$ cat src/rtl/grid_burst_sequencer_if.sv
// Byte-stream side (ss/spi_done/spi_input) and register-bank/grid side of the
// burst sequencer, bundled so the host model and the sequencer share one port.
interface grid_burst_sequencer_if #(
  parameter int ID_W   = 3,
  parameter int DATA_W = 8
);
  logic              ss;
  logic              spi_done;
  logic [DATA_W-1:0] spi_input;
  logic              wr_en;
  logic [1:0]        wr_sel;
  logic [ID_W-1:0]   wr_id;
  logic [DATA_W-1:0] wr_data;
  logic              din_en;
  logic              trig;
  logic [ID_W-1:0]   out_sel;
  logic              busy;
  logic              done;
  logic              err;

  modport master (
    output ss, spi_done, spi_input,
    input  wr_en, wr_sel, wr_id, wr_data, din_en, trig, out_sel, busy, done, err
  );
  modport slave (
    input  ss, spi_done, spi_input,
    output wr_en, wr_sel, wr_id, wr_data, din_en, trig, out_sel, busy, done, err
  );
endinterface

$ cat src/rtl/grid_burst_sequencer.sv
// Header-driven sequencer: turns received bytes into per-neuron register writes,
// a din load followed by a timed trigger, and the readback neuron select.
module grid_burst_sequencer #(
  parameter int N_NEURONS = 8,
  parameter int DATA_W    = 8,
  parameter int RUN_WAIT  = 4
) (
  input logic                   clk,
  input logic                   rst,
  grid_burst_sequencer_if.slave bus
);
  localparam int ID_W = (N_NEURONS > 1) ? $clog2(N_NEURONS) : 1;
  localparam logic [ID_W-1:0] LAST_ID   = ID_W'(N_NEURONS - 1);
  localparam logic [7:0]      WAIT_LAST = 8'(RUN_WAIT);

  typedef enum logic [2:0] {S_IDLE, S_BURST, S_DIN, S_TRIG, S_WAIT, S_DRAIN} state_t;
  typedef enum logic [1:0] {OP_BURST, OP_RUN, OP_SETOUT, OP_ILLEGAL} op_t;
  typedef struct packed {
    logic              en;
    logic [1:0]        sel;
    logic [ID_W-1:0]   id;
    logic [DATA_W-1:0] data;
  } wr_t;

  state_t          state, state_nx;
  logic [ID_W-1:0] id, id_nx;
  logic [1:0]      field, field_nx;
  logic [7:0]      cnt, cnt_nx;
  wr_t             wr, wr_nx;
  logic            din_en, din_en_nx;
  logic            trig, trig_nx;
  logic [ID_W-1:0] out_sel, out_sel_nx;
  logic            err, err_nx;

  op_t             op;
  logic [1:0]      hfield;
  logic [ID_W-1:0] hid;
  logic            hdr_ok;

  assign op     = op_t'(bus.spi_input[7:6]);
  assign hfield = bus.spi_input[5:4];
  assign hid    = ID_W'(bus.spi_input[2:0]);
  assign hdr_ok = bus.spi_done & ~bus.ss;

  always_ff @(posedge clk) begin
    if (rst) begin
      state   <= S_IDLE;
      id      <= '0;
      field   <= '0;
      cnt     <= '0;
      wr      <= '0;
      din_en  <= 1'b0;
      trig    <= 1'b0;
      out_sel <= '0;
      err     <= 1'b0;
    end else begin
      state   <= state_nx;
      id      <= id_nx;
      field   <= field_nx;
      cnt     <= cnt_nx;
      wr      <= wr_nx;
      din_en  <= din_en_nx;
      trig    <= trig_nx;
      out_sel <= out_sel_nx;
      err     <= err_nx;
    end
  end

  always_comb begin
    state_nx   = state;
    id_nx      = id;
    field_nx   = field;
    cnt_nx     = cnt;
    wr_nx      = wr;
    wr_nx.en   = 1'b0;
    din_en_nx  = 1'b0;
    trig_nx    = 1'b0;
    out_sel_nx = out_sel;
    err_nx     = err;
    case (state)
      S_IDLE: if (hdr_ok) begin
        case (op)
          OP_BURST:
            if (hfield == 2'b11) begin
              err_nx   = 1'b1;
              state_nx = S_DRAIN;
            end else begin
              id_nx    = hid;
              field_nx = hfield;
              state_nx = S_BURST;
            end
          OP_RUN: begin
            out_sel_nx = hid;
            state_nx   = S_DIN;
          end
          OP_SETOUT: begin
            out_sel_nx = hid;
            if (hfield[1]) err_nx = 1'b0;
          end
          default: begin
            err_nx   = 1'b1;
            state_nx = S_DRAIN;
          end
        endcase
      end
      // ss wins over a coincident byte: the byte is dropped unwritten
      S_BURST:
        if (bus.ss) begin
          err_nx   = 1'b1;
          state_nx = S_IDLE;
        end else if (bus.spi_done) begin
          wr_nx.en   = 1'b1;
          wr_nx.sel  = field;
          wr_nx.id   = (field == 2'b10) ? '0 : id;
          wr_nx.data = bus.spi_input;
          id_nx      = id + ID_W'(1);
          if (field == 2'b10 || id == LAST_ID) state_nx = S_IDLE;
        end
      S_DIN:
        if (bus.ss) begin
          err_nx   = 1'b1;
          state_nx = S_IDLE;
        end else if (bus.spi_done) begin
          din_en_nx  = 1'b1;
          wr_nx.data = bus.spi_input;
          state_nx   = S_TRIG;
        end
      // din_en cycle; trig is registered so it lands one cycle later
      S_TRIG: begin
        trig_nx  = 1'b1;
        cnt_nx   = '0;
        state_nx = S_WAIT;
        if (bus.spi_done) err_nx = 1'b1;
      end
      S_WAIT: begin
        if (bus.spi_done) err_nx = 1'b1;
        if (cnt == WAIT_LAST) state_nx = S_IDLE;
        else                  cnt_nx   = cnt + 8'd1;
      end
      S_DRAIN: if (bus.ss) state_nx = S_IDLE;
      default: state_nx = S_IDLE;
    endcase
  end

  assign bus.wr_en   = wr.en;
  assign bus.wr_sel  = wr.sel;
  assign bus.wr_id   = wr.id;
  assign bus.wr_data = wr.data;
  assign bus.din_en  = din_en;
  assign bus.trig    = trig;
  assign bus.out_sel = out_sel;
  assign bus.err     = err;
  assign bus.busy    = (state != S_IDLE);
  assign bus.done    = (state == S_WAIT) && (cnt == WAIT_LAST);
endmodule

$ cat src/flat_wrapper.sv
// flat-port wrapper written by rule: the top's interface ports become plain ports
module grid_burst_sequencer_flat 
#(
  parameter int N_NEURONS = 8,
  parameter int DATA_W    = 8,
  parameter int RUN_WAIT  = 4
)
  (clk, rst, bus_ss, bus_spi_done, bus_spi_input, bus_wr_en, bus_wr_sel, bus_wr_id, bus_wr_data, bus_din_en, bus_trig, bus_out_sel, bus_busy, bus_done, bus_err);
  grid_burst_sequencer_if #(.ID_W(3), .DATA_W(DATA_W)) bus_i ();
  input logic clk;
  input logic rst;
  input wire logic [$bits(bus_i.ss)-1:0] bus_ss;
  input wire logic [$bits(bus_i.spi_done)-1:0] bus_spi_done;
  input wire logic [$bits(bus_i.spi_input)-1:0] bus_spi_input;
  output wire logic [$bits(bus_i.wr_en)-1:0] bus_wr_en;
  output wire logic [$bits(bus_i.wr_sel)-1:0] bus_wr_sel;
  output wire logic [$bits(bus_i.wr_id)-1:0] bus_wr_id;
  output wire logic [$bits(bus_i.wr_data)-1:0] bus_wr_data;
  output wire logic [$bits(bus_i.din_en)-1:0] bus_din_en;
  output wire logic [$bits(bus_i.trig)-1:0] bus_trig;
  output wire logic [$bits(bus_i.out_sel)-1:0] bus_out_sel;
  output wire logic [$bits(bus_i.busy)-1:0] bus_busy;
  output wire logic [$bits(bus_i.done)-1:0] bus_done;
  output wire logic [$bits(bus_i.err)-1:0] bus_err;
  assign bus_i.ss = bus_ss;
  assign bus_i.spi_done = bus_spi_done;
  assign bus_i.spi_input = bus_spi_input;
  assign bus_wr_en = bus_i.wr_en;
  assign bus_wr_sel = bus_i.wr_sel;
  assign bus_wr_id = bus_i.wr_id;
  assign bus_wr_data = bus_i.wr_data;
  assign bus_din_en = bus_i.din_en;
  assign bus_trig = bus_i.trig;
  assign bus_out_sel = bus_i.out_sel;
  assign bus_busy = bus_i.busy;
  assign bus_done = bus_i.done;
  assign bus_err = bus_i.err;
  grid_burst_sequencer #(.N_NEURONS(N_NEURONS), .DATA_W(DATA_W), .RUN_WAIT(RUN_WAIT)) u_core (.clk(clk), .rst(rst), .bus(bus_i));
endmodule
$ cat config.mk
export PLATFORM = sky130hd
export DESIGN_NAME = grid_burst_sequencer_flat
export DESIGN_NICKNAME = d
export VERILOG_FILES = /design/src/rtl/grid_burst_sequencer_if.sv /design/src/rtl/grid_burst_sequencer.sv /design/src/flat_wrapper.sv
export SDC_FILE = /design/constraint.sdc
export NUM_CORES = 1
export LEC_CHECK = 0
export ABC_AREA = 1
export CAP_MARGIN = 5
export CORE_AREA = 5 5 71 73
export CTS_CLUSTER_SIZE = 14
export DETAILED_ROUTE_END_ITERATION = 8
export DIE_AREA = 0 0 76 78
export GPL_TIMING_DRIVEN = 0
export MAX_ROUTING_LAYER = met4
export PLACE_DENSITY = 0.68
export SYNTH_ARGS = -nofsm -noshare
export SYNTH_HDL_FRONTEND = slang
export SYNTH_SLANG_ARGS = --single-unit
$ cat constraint.sdc
create_clock -name clk -period 1.91 [get_ports clk]
set_clock_uncertainty 0.05 [all_clocks]
set_input_delay 0.573 -clock clk [delete_from_list [all_inputs] [get_ports clk]]
set_output_delay 0.573 -clock clk [all_outputs]
set_load 0.01 [all_outputs]
==> impl_metrics.ini, run 1 <==
[run_status]
status = finished, final reports clean

[detailed_routing]
route.detailed.drc = 0
dr.pass1.iters = 6
dr_total_vias = 1720
avgViaCountPerCell = 4.80
post_drt_wl_per_cell_um = 11.8
drtIter0Drc = 44
wl_um = 4230
ant_nets = 0

[final_layout]
syn_to_final_growth_pct = 31.7
nNetsFinal = 325
layout-drive-gt1-share = 0.154
fillers = 417
n_antenna_cell = 0
stdcell_count = 358
fin_area_sq_mm = 0.00244

[sta]
max_freq_mhz = 545
finalSetupViolations = 0
whs_ns = 0.397
hold_viol = 0
slew_viol_final = 0
fin_setup_tns_ns = 0
finalCritPeriodShare = 0.961
slew-limit-headroom = 0.713
worstMarginPinSlew_ns = 0.430
min_period_ns = 1.84

[critical_path]
cpMaxStageDelayCell = dfxtp_2
reg2reg_depth = 9
critPathRequiredTime_ns = 1.29
crit_family = flip-flops
cp_num_cells = 3
arrival_ns = 1.21
setup.worst_path.class = flop to output pin
end_kind = output pin
max_stage_delay_ns = 0.37
crit_path_start_kind = flop
path_cells = nor2_4 -> nand2_2 -> dlygate4sd2_1
critPathMaxFanout = 7
critPathBufInv = 1

[logic_synthesis]
yosysTopAreaCell = dfxtp_1
synthCells = 263
synth_nets = 283
ys_seq_area_frac = 0.389
yosysTopAreaCellShare = 0.389
synth_ff_type = dfxtp_1
netlist_area_sq_mm = 0.00185
netlist_top_cells_area = dfxtp_1 39%, nand2_1 8.9%, a21oi_1 7.8%
synth_edf_count = 0
synthArstFlopShare = 0
syn_avg_cell_area_sq_um = 7.04
synth-seq-cells = 36
ys_types = 26
ys_warn_count = 0

[pwr]
switching_share = 0.396
p_seq_frac = 0.349
leakagePower_nw = 0.999
clockPowerShare = 0.229
power_density_mw_per_mm2 = 1200
power_frac_comb = 0.423
vdd_drop_max_mv = 0.451
internal_power_mw = 1.76
netSwitchingPower_mw = 1.16
fin_total_pwr_mw = 2.92

[job]
max_cap_violations = 0

[placed_design]
dpl.cell_count = 348
io_buffers = 33
gp_congestion = 0.879
place_area_sq_mm = 0.00225
dp_hpwl_um = 3150

[clock_tree]
cts_made_buffers = 5
clock_path_buffers = 2
clk_latency_ns = 0.29
ctsHoldBuffers = 0
clock-sinks = 36
cts_tree = built
htreeDepth = 2
path_clk_slew_ns = 0.08
cts_root_buf = clkbuf_8

[grt]
grt_pass1_vias = 1675
grt_pass1_wl_um = 7400
antenna_found_initial = 0
track_usage = 0.156
gr-total-overflow = 0
grt_start_max_net_pins = 12

[floorplan]
num_rows = 24
core_area_sq_mm = 0.00429
initial_utilization = 0.431
pin_count = 34
die_w_um = 76
die_area_sq_mm = 0.00593
die_h_um = 78

[worst_hold_path]
min_path_type = flop to flop
min_path_cells = 2
cells in the mapped netlist (2+ instances only):
master	n
nand2_1	44
nand3_1	15
nand2_2	3
a21oi_1	29
dfxtp_1	36
inv_2	5
o21ai_0	22
nand4_1	5
nor3_1	6
nor2_1	34
ha_1	8
clkbuf_1	3
nand3_4	2
inv_1	37
nor2_2	3
flip-flops by register name, indices dropped and copies added (netlist names), 2 cells and up:
name,cells
u_core.bus.wr_sel,2
u_core.id,3
u_core.bus.wr_data,8
u_core.field,2
u_core.cnt,8
u_core.bus.out_sel,3
u_core.bus.wr_id,3
u_core.state,3
path summary, 6_finish.rpt:
kind / startpoint / endpoint / slack [ns]
worst max-delay path: u_core.state[2] / bus_busy / 0.07
worst min-delay path: u_core.bus.wr_data[0] / u_core.bus.wr_data[0] / 0.40
worst max register to register: u_core.state[2] / u_core.bus.err / 0.44
worst min register to register: u_core.bus.wr_data[0] / u_core.bus.wr_data[0] / 0.40
what timing repair did:
| action | CTS | global route |
|---|---|---|
| pin swaps | 2 | 5 |
| setup buffers | 0 | 2 |
| resized for setup | 12 | 25 |
| gates cloned | 0 | 0 |
| endpoints found under the setup margin | 2 | 14 |
| endpoints found under the hold margin | 0 | 0 |
layout make-up:
type                    instances  area [sq um]  area share
plain buffers                   4          23.8     0.00975
clock buffers                   6          72.6      0.0298
clock inverters                 2          35.0      0.0144
inverters                      42           163      0.0667
multi-input cells             181          1010       0.413
flip-flops and latches         36           729       0.299
well taps                      52          65.1      0.0267
repair buffers                 35           344       0.141
cells in the final DEF (no fill, tap or decap), types with 2 or more instances in the layout:
| master | n |
|---|---|
| clkbuf_1 | 3 |
| nand2_2 | 4 |
| clkbuf_8 | 5 |
| dfxtp_2 | 4 |
| buf_4 | 2 |
| a21oi_1 | 29 |
| inv_4 | 2 |
| nand4_1 | 5 |
| nor2_1 | 33 |
| dfxtp_1 | 31 |
| nand3_1 | 14 |
| ha_1 | 6 |
| o21ai_0 | 19 |
| dlymetal6s2s_1 | 2 |
| nor2_2 | 2 |
| nor3_2 | 2 |
| clkdlybuf4s50_1 | 29 |
| inv_1 | 32 |
| inv_2 | 8 |
| nand2_1 | 43 |
| nand3_4 | 4 |
| o21ai_1 | 4 |
| nor2_4 | 3 |
| nor3_1 | 5 |
worst min-delay path: cells and delay by family, from the launching register on:
family	cells	cell delay (ns)
DFF	1	0.31
buffers and inverters	1	0.05
AOI/OAI and AO/OA	1	0.05
per-stage QoR:
step | utilization | setup WS [ns]
6_report | 0.568 | 0.0737
5_1_grt | 0.568 | -0.0112
4_1_cts | 0.550 | -0.0326
3_5_place_dp | 0.523 | -0.291
3_3_place_gp | 0.523 | -0.281
2_1_floorplan | - | 0.253
layer usage:
| metal | wire length (um) | global-route usage |
|---|---|---|
| met1 | 1990 | 0.189 |
| met2 | 1970 | 0.250 |
| met3 | 222 | 0.0463 |
| met4 | 55 | 0.0498 |
| met5 | 0 | - |
cells by family after synthesis:
| group | Yosys count | synth area share |
|---|---|---|
| compound gates | 57 | 0.167 |
| xor+xnor | 1 | 0.00473 |
| fa+ha+maj | 8 | 0.0541 |
| buf+inv | 46 | 0.0973 |
| flops | 36 | 0.389 |
| simple gates | 115 | 0.288 |
power groups by stage:
stage               logic (mW)  clock network, mW  registers, mW
detailed placement        1.14                  0           1.00
global route              1.42              0.720           1.04
finish                    1.23              0.668           1.02
CTS                       1.15              0.684          0.996
floorplan                0.782                  0           1.01
global placement          1.13                  0          0.999
No activity file was read; power rests on OpenSTA's default activity.
==> inputs of run 2 (changes only) <==
==> constraint.sdc (replaced) <==
create_clock -name clk -period 1.8 [get_ports clk]
set_clock_uncertainty 0.05 [all_clocks]
set_input_delay 0.54 -clock clk [delete_from_list [all_inputs] [get_ports clk]]
set_output_delay 0.54 -clock clk [all_outputs]
set_load 0.01 [all_outputs]
==> run 2 against run 1 <==
Net effect:
- total power increased by 10%
- first-iteration DRC count increased by 66%
- sequential power increased by 7%
- sequential cell count unchanged
- largest cell class unchanged
- critical path type unchanged
- sequential share of layout area decreased by 1.2 points
==> impl_metrics.ini, run 2 (same netlist as run 1, synthesis figures left out) <==
[clock_tree]
cts_tree = built
cts_made_buffers = 5
htreeDepth = 2
path_clk_slew_ns = 0.07
cts_root_buf = clkbuf_8
clk_latency_ns = 0.29
clock_path_buffers = 2
clock-sinks = 36
ctsHoldBuffers = 0

[critical_path]
r2r_end = u_core.cnt[4]
cp-endpoint = bus_done
worstSetupStartpoint = u_core.cnt[5]
r2r_setup_slack_ns = 0.13
max_stage_delay_ns = 0.35
arrival_ns = 1.20
cpMaxStageDelayCell = dfxtp_1
setup.worst_path.class = flop to output pin
critPathMaxFanout = 5
path_cells = nor2_1 -> nand2_2 -> nor3_2 -> buf_2
end_kind = output pin
critPathRequiredTime_ns = 1.21
reg2reg_depth = 10
reg2reg_from = u_core.cnt[0]
crit_path_start_kind = flop

[floorplan]
die_area_sq_mm = 0.00593
die_w_um = 76
die_h_um = 78
num_rows = 24
core_area_sq_mm = 0.00429
pin_count = 34
initial_utilization = 0.431

[detailed_routing]
dr.pass1.iters = 4
post_drt_wl_per_cell_um = 12.1
avgViaCountPerCell = 4.88
wl_um = 4450
ant_nets = 0
route.detailed.drc = 0
dr_total_vias = 1791
drtIter0Drc = 73

[sta]
worstMarginPinSlew_ns = 0.433
hold_viol = 0
rsz0062_at_grt = yes
slew-limit-headroom = 0.711
max_freq_mhz = 560
min_period_ns = 1.79
slew_viol_final = 0
whs_ns = 0.393
finalSetupViolations = 0
finalCritPeriodShare = 0.992

[placed_design]
io_buffers = 33
place_area_sq_mm = 0.00225
dp_hpwl_um = 3150
gp_congestion = 0.879

[final_layout]
fillers = 397
syn_to_final_growth_pct = 38.3
n_antenna_cell = 0
final_common_cell = nand2_1
multi_input_area_sq_mm = 0.00101
layout-drive-gt1-share = 0.181
seqCellArea_sq_um = 734
fin_area_sq_mm = 0.00256
nNetsFinal = 334
final_util = 0.596
final_cell_mix = 43 x nand2_1, 33 x nor2_1, 32 x inv_1, 31 x dfxtp_1, 29 x a21oi_1

[pwr]
netSwitchingPower_mw = 1.27
fin_total_pwr_mw = 3.23
power_frac_comb = 0.440
vdd_drop_max_mv = 0.483
leakagePower_nw = 1.29
internal_power_mw = 1.95
p_seq_frac = 0.339
switching_share = 0.395
power_density_mw_per_mm2 = 1260
clockPowerShare = 0.221

[run_status]
status = finished, final reports clean

[worst_hold_path]
min_path_type = flop to flop
worst_hold_startpoint = u_core.bus.wr_data[0]

[grt]
track_usage = 0.158
grt_pass1_wl_um = 7480
antenna_found_initial = 0
gr-total-overflow = 0
grt_start_max_net_pins = 12
grt_pass1_vias = 1686

[job]
max_cap_violations = 0
-- run 2: how the worst min path moves through the flow --
stage | to | slack [ns] | depth (start not counted)
2_1_floorplan | u_core.id[1] | 0.39 | 2
3_3_place_gp | u_core.bus.wr_data[5] | 0.38 | 2
3_5_place_dp | u_core.bus.wr_data[5] | 0.38 | 2
4_1_cts | u_core.bus.wr_data[0] | 0.40 | 2
5_1_grt | u_core.bus.wr_data[4] | 0.42 | 2
6_report | u_core.bus.wr_data[0] | 0.39 | 2
-- run 2: area by class of cell --
cell class,count,share of cell area
sequential,36,0.287
multi-input combinational,181,0.396
buffer,4,0.00928
timing repair buffer,44,0.175
inverter,42,0.0655
clock inverter,2,0.0137
clock buffer,6,0.0283
tap,52,0.0254
-- run 2: power by group through the flow --
stage | clock network, mW | logic, mW | registers [mW]
after CTS | 0.725 | 1.23 | 1.06
after floorplan | 0 | 0.830 | 1.07
after detailed placement | 0 | 1.21 | 1.06
final | 0.713 | 1.42 | 1.09
after global placement | 0 | 1.20 | 1.06
after global routing | 0.764 | 1.61 | 1.11
-- run 2: what timing repair did --
| action | in CTS | in global routing |
|---|---|---|
| resized for setup | 15 | 40 |
| setup endpoints to repair | 11 | 30 |
| buffers inserted | 2 | 9 |
| pin swaps | 3 | 9 |
-- run 2: stage by stage --
step,cells,setup slack [ns],setup TNS [ns]
2_1_floorplan,263,0.176,0
3_3_place_gp,348,-0.358,-5.95
3_5_place_dp,348,-0.368,-6.31
4_1_cts,358,-0.0521,-0.0804
5_1_grt,367,-0.0751,-0.0815
6_report,367,0.0146,0
-- run 2: critical path, delay by kind of cell, from the launching register on --
kind / cells / cell delay, ns
flops: 1 / 0.35
buf+inv: 1 / 0.15
simple gates: 3 / 0.41
-- run 2: per-layer routing --
layer / share of wire / wire length [um] / GRT usage
met5: 0 / 0 / -
met4: 0.014 / 61 / 0.0498
met3: 0.053 / 234 / 0.0463
met2: 0.47 / 2100 / 0.254
met1: 0.46 / 2050 / 0.189
==> inputs of run 3 (changes only) <==
--- a/config.mk
+++ b/config.mk
@@ -7,13 +7,13 @@
 export LEC_CHECK = 0
 export ABC_AREA = 1
 export CAP_MARGIN = 5
-export CORE_AREA = 5 5 71 73
+export CORE_AREA = 5 5 66 68
 export CTS_CLUSTER_SIZE = 14
 export DETAILED_ROUTE_END_ITERATION = 8
-export DIE_AREA = 0 0 76 78
+export DIE_AREA = 0 0 71 73
 export GPL_TIMING_DRIVEN = 0
 export MAX_ROUTING_LAYER = met4
-export PLACE_DENSITY = 0.68
+export PLACE_DENSITY = 0.78
 export SYNTH_ARGS = -nofsm -noshare
 export SYNTH_HDL_FRONTEND = slang
 export SYNTH_SLANG_ARGS = --single-unit
==> run 3 against run 2 <==
Net effect:
- the run now ends with negative setup slack left
- sequential cell count stayed put
- combinational power is 8% lower
- die area is 13% lower
- final cell count is 2.5% lower
- sequential share of layout area is 1.3 points higher
- sequential power hardly changed
- fmax is 2.3% lower
- core utilization is 4.5 points higher
- first-iteration DRC count is 37% higher
- largest cell class unchanged
==> impl_metrics.ini, run 3 (same netlist as run 1, synthesis figures left out) <==
[detailed_routing]
dr_total_vias = 1822
avgViaCountPerCell = 5.09
route.detailed.drc = 0
post_drt_wl_per_cell_um = 12.3
wl_um = 4390
dr.pass1.iters = 4
ant_nets = 0
drtIter0Drc = 100

[sta]
finalSetupViolations = 1
max_freq_mhz = 547
fin_ws_ns = -0.0283
rsz0062_at_grt = yes
finalCritPeriodShare = 1.02
slew-limit-headroom = 0.700
min_period_ns = 1.83
slew_viol_final = 0
hold_viol = 0
worstMarginPinSlew_ns = 0.449
fin_setup_tns_ns = -0.0283

[floorplan]
die_area_sq_mm = 0.00518
pin_count = 34
initial_utilization = 0.487
die_w_um = 71
num_rows = 23
die_h_um = 73
core_area_sq_mm = 0.00380

[critical_path]
r2r_end = u_core.cnt[4]
cp-endpoint = bus_done
reg2reg_from = u_core.cnt[0]
end_kind = output pin
critPathRequiredTime_ns = 1.21
arrival_ns = 1.24
crit_path_start_kind = flop
setup.worst_path.class = flop to output pin
r2r_setup_slack_ns = 0.19
worstSetupStartpoint = u_core.cnt[0]
critPathMaxFanout = 2
reg2reg_depth = 9

[placed_design]
gp_congestion = 0.918
dpl.cell_count = 346
io_buffers = 33
dp_hpwl_um = 3150

[grt]
antenna_found_initial = 0
grt_start_max_net_pins = 12
gr-usage-met2 = 0.292
grt_use_met1 = 0.212
grt_pass1_wl_um = 7310
gr-max-usage-layer = met2
gr-total-overflow = 0
track_usage = 0.183
grtUsageMet3 = 0.0496
grt_pass1_vias = 1699

[clock_tree]
clock_path_buffers = 2
ctsHoldBuffers = 0
path_clk_slew_ns = 0.07
cts_made_buffers = 5
clk_latency_ns = 0.29
cts_root_buf = clkbuf_8
clock-sinks = 36
htreeDepth = 2
cts_tree = built

[final_layout]
final_common_cell = nand2_1
layout-drive-gt1-share = 0.153
nNetsFinal = 327
syn_to_final_growth_pct = 31.6
stdcell_count = 358
final_cell_mix = 44 x nand2_1, 34 x nor2_1, 32 x inv_1, 31 x dfxtp_1, 29 x a21oi_1
n_antenna_cell = 0

[pwr]
leakagePower_nw = 1.08
power_density_mw_per_mm2 = 1220
vdd_drop_max_mv = 0.553

[run_status]
violations = negative setup slack
status = finished, violations left

[job]
max_cap_violations = 0

[worst_hold_path]
min_path_type = flop to flop
-- run 3: cell count changes in the layout (fill, tap and decap cells not counted), moves of 2 or more --
cell,change
dlymetal6s2s_1,-9
clkdlybuf4s50_1,+8
buf_4,-7
o21ai_0,-3
o21ai_1,+3
dfxtp_2,+2
dfxtp_4,-2
inv_2,+2
-- run 3: final cells by class --
cell class,instances,area (sq um)
repair buffers,37,367
clock inverters,1,7.51
inverters,42,160
clock buffers,7,86.3
flip-flops and latches,36,729
well taps,50,62.6
fillers,348,1360
plain buffers,4,22.5
multi-input cells,181,1000
-- run 3: worst min path at each step --
stage	cells after the start	startpoint	endpoint	slack, ns
2_1_floorplan	2	u_core.id[1]	u_core.id[1]	0.39
5_1_grt	2	u_core.bus.wr_data[4]	u_core.bus.wr_data[4]	0.41
3_5_place_dp	2	u_core.bus.wr_data[2]	u_core.bus.wr_data[2]	0.39
6_report	2	u_core.bus.wr_data[4]	u_core.bus.wr_data[4]	0.40
3_3_place_gp	2	u_core.bus.wr_data[5]	u_core.bus.wr_data[5]	0.38
4_1_cts	2	u_core.bus.wr_data[4]	u_core.bus.wr_data[4]	0.40
-- run 3: power by group --
part / internal, mW / switching [mW]
clock: 0.311 / 0.289
sequential: 0.938 / 0.128
combinational: 0.509 / 0.796
total: 1.76 / 1.21
-- run 3: what timing repair did --
action	CTS	global route
pin swaps	4	5
setup buffers	2	2
gates resized for setup	22	18
endpoints found under the setup margin	13	20
-- run 3: critical path, cell delays in order (launching register included) --
cell and delay, ns:
dfxtp_4 0.35, inv_4 0.06, ha_4 0.13, nand3_4 0.07
nor3_4 0.18, buf_2 0.15
-- run 3: layer usage --
layer	part of all wire	wire, um
met1	0.44	1930
met3	0.062	274
met4	0.025	111
met2	0.47	2070
met5	0	0
-- run 3: through the flow --
stage / setup slack (ns) / utilization / instance area [sq um] / hold WS, ns / power, mW
2_1_floorplan: 0.176 / - / 1850 / 0.391 / 1.90
3_3_place_gp: -0.354 / 0.591 / 2240 / 0.380 / 2.26
3_5_place_dp: -0.374 / 0.591 / 2240 / 0.388 / 2.27
4_1_cts: -0.0460 / 0.625 / 2370 / 0.402 / 2.91
5_1_grt: -0.102 / 0.642 / 2440 / 0.414 / 3.21
6_report: -0.0283 / 0.642 / 2440 / 0.398 / 2.97
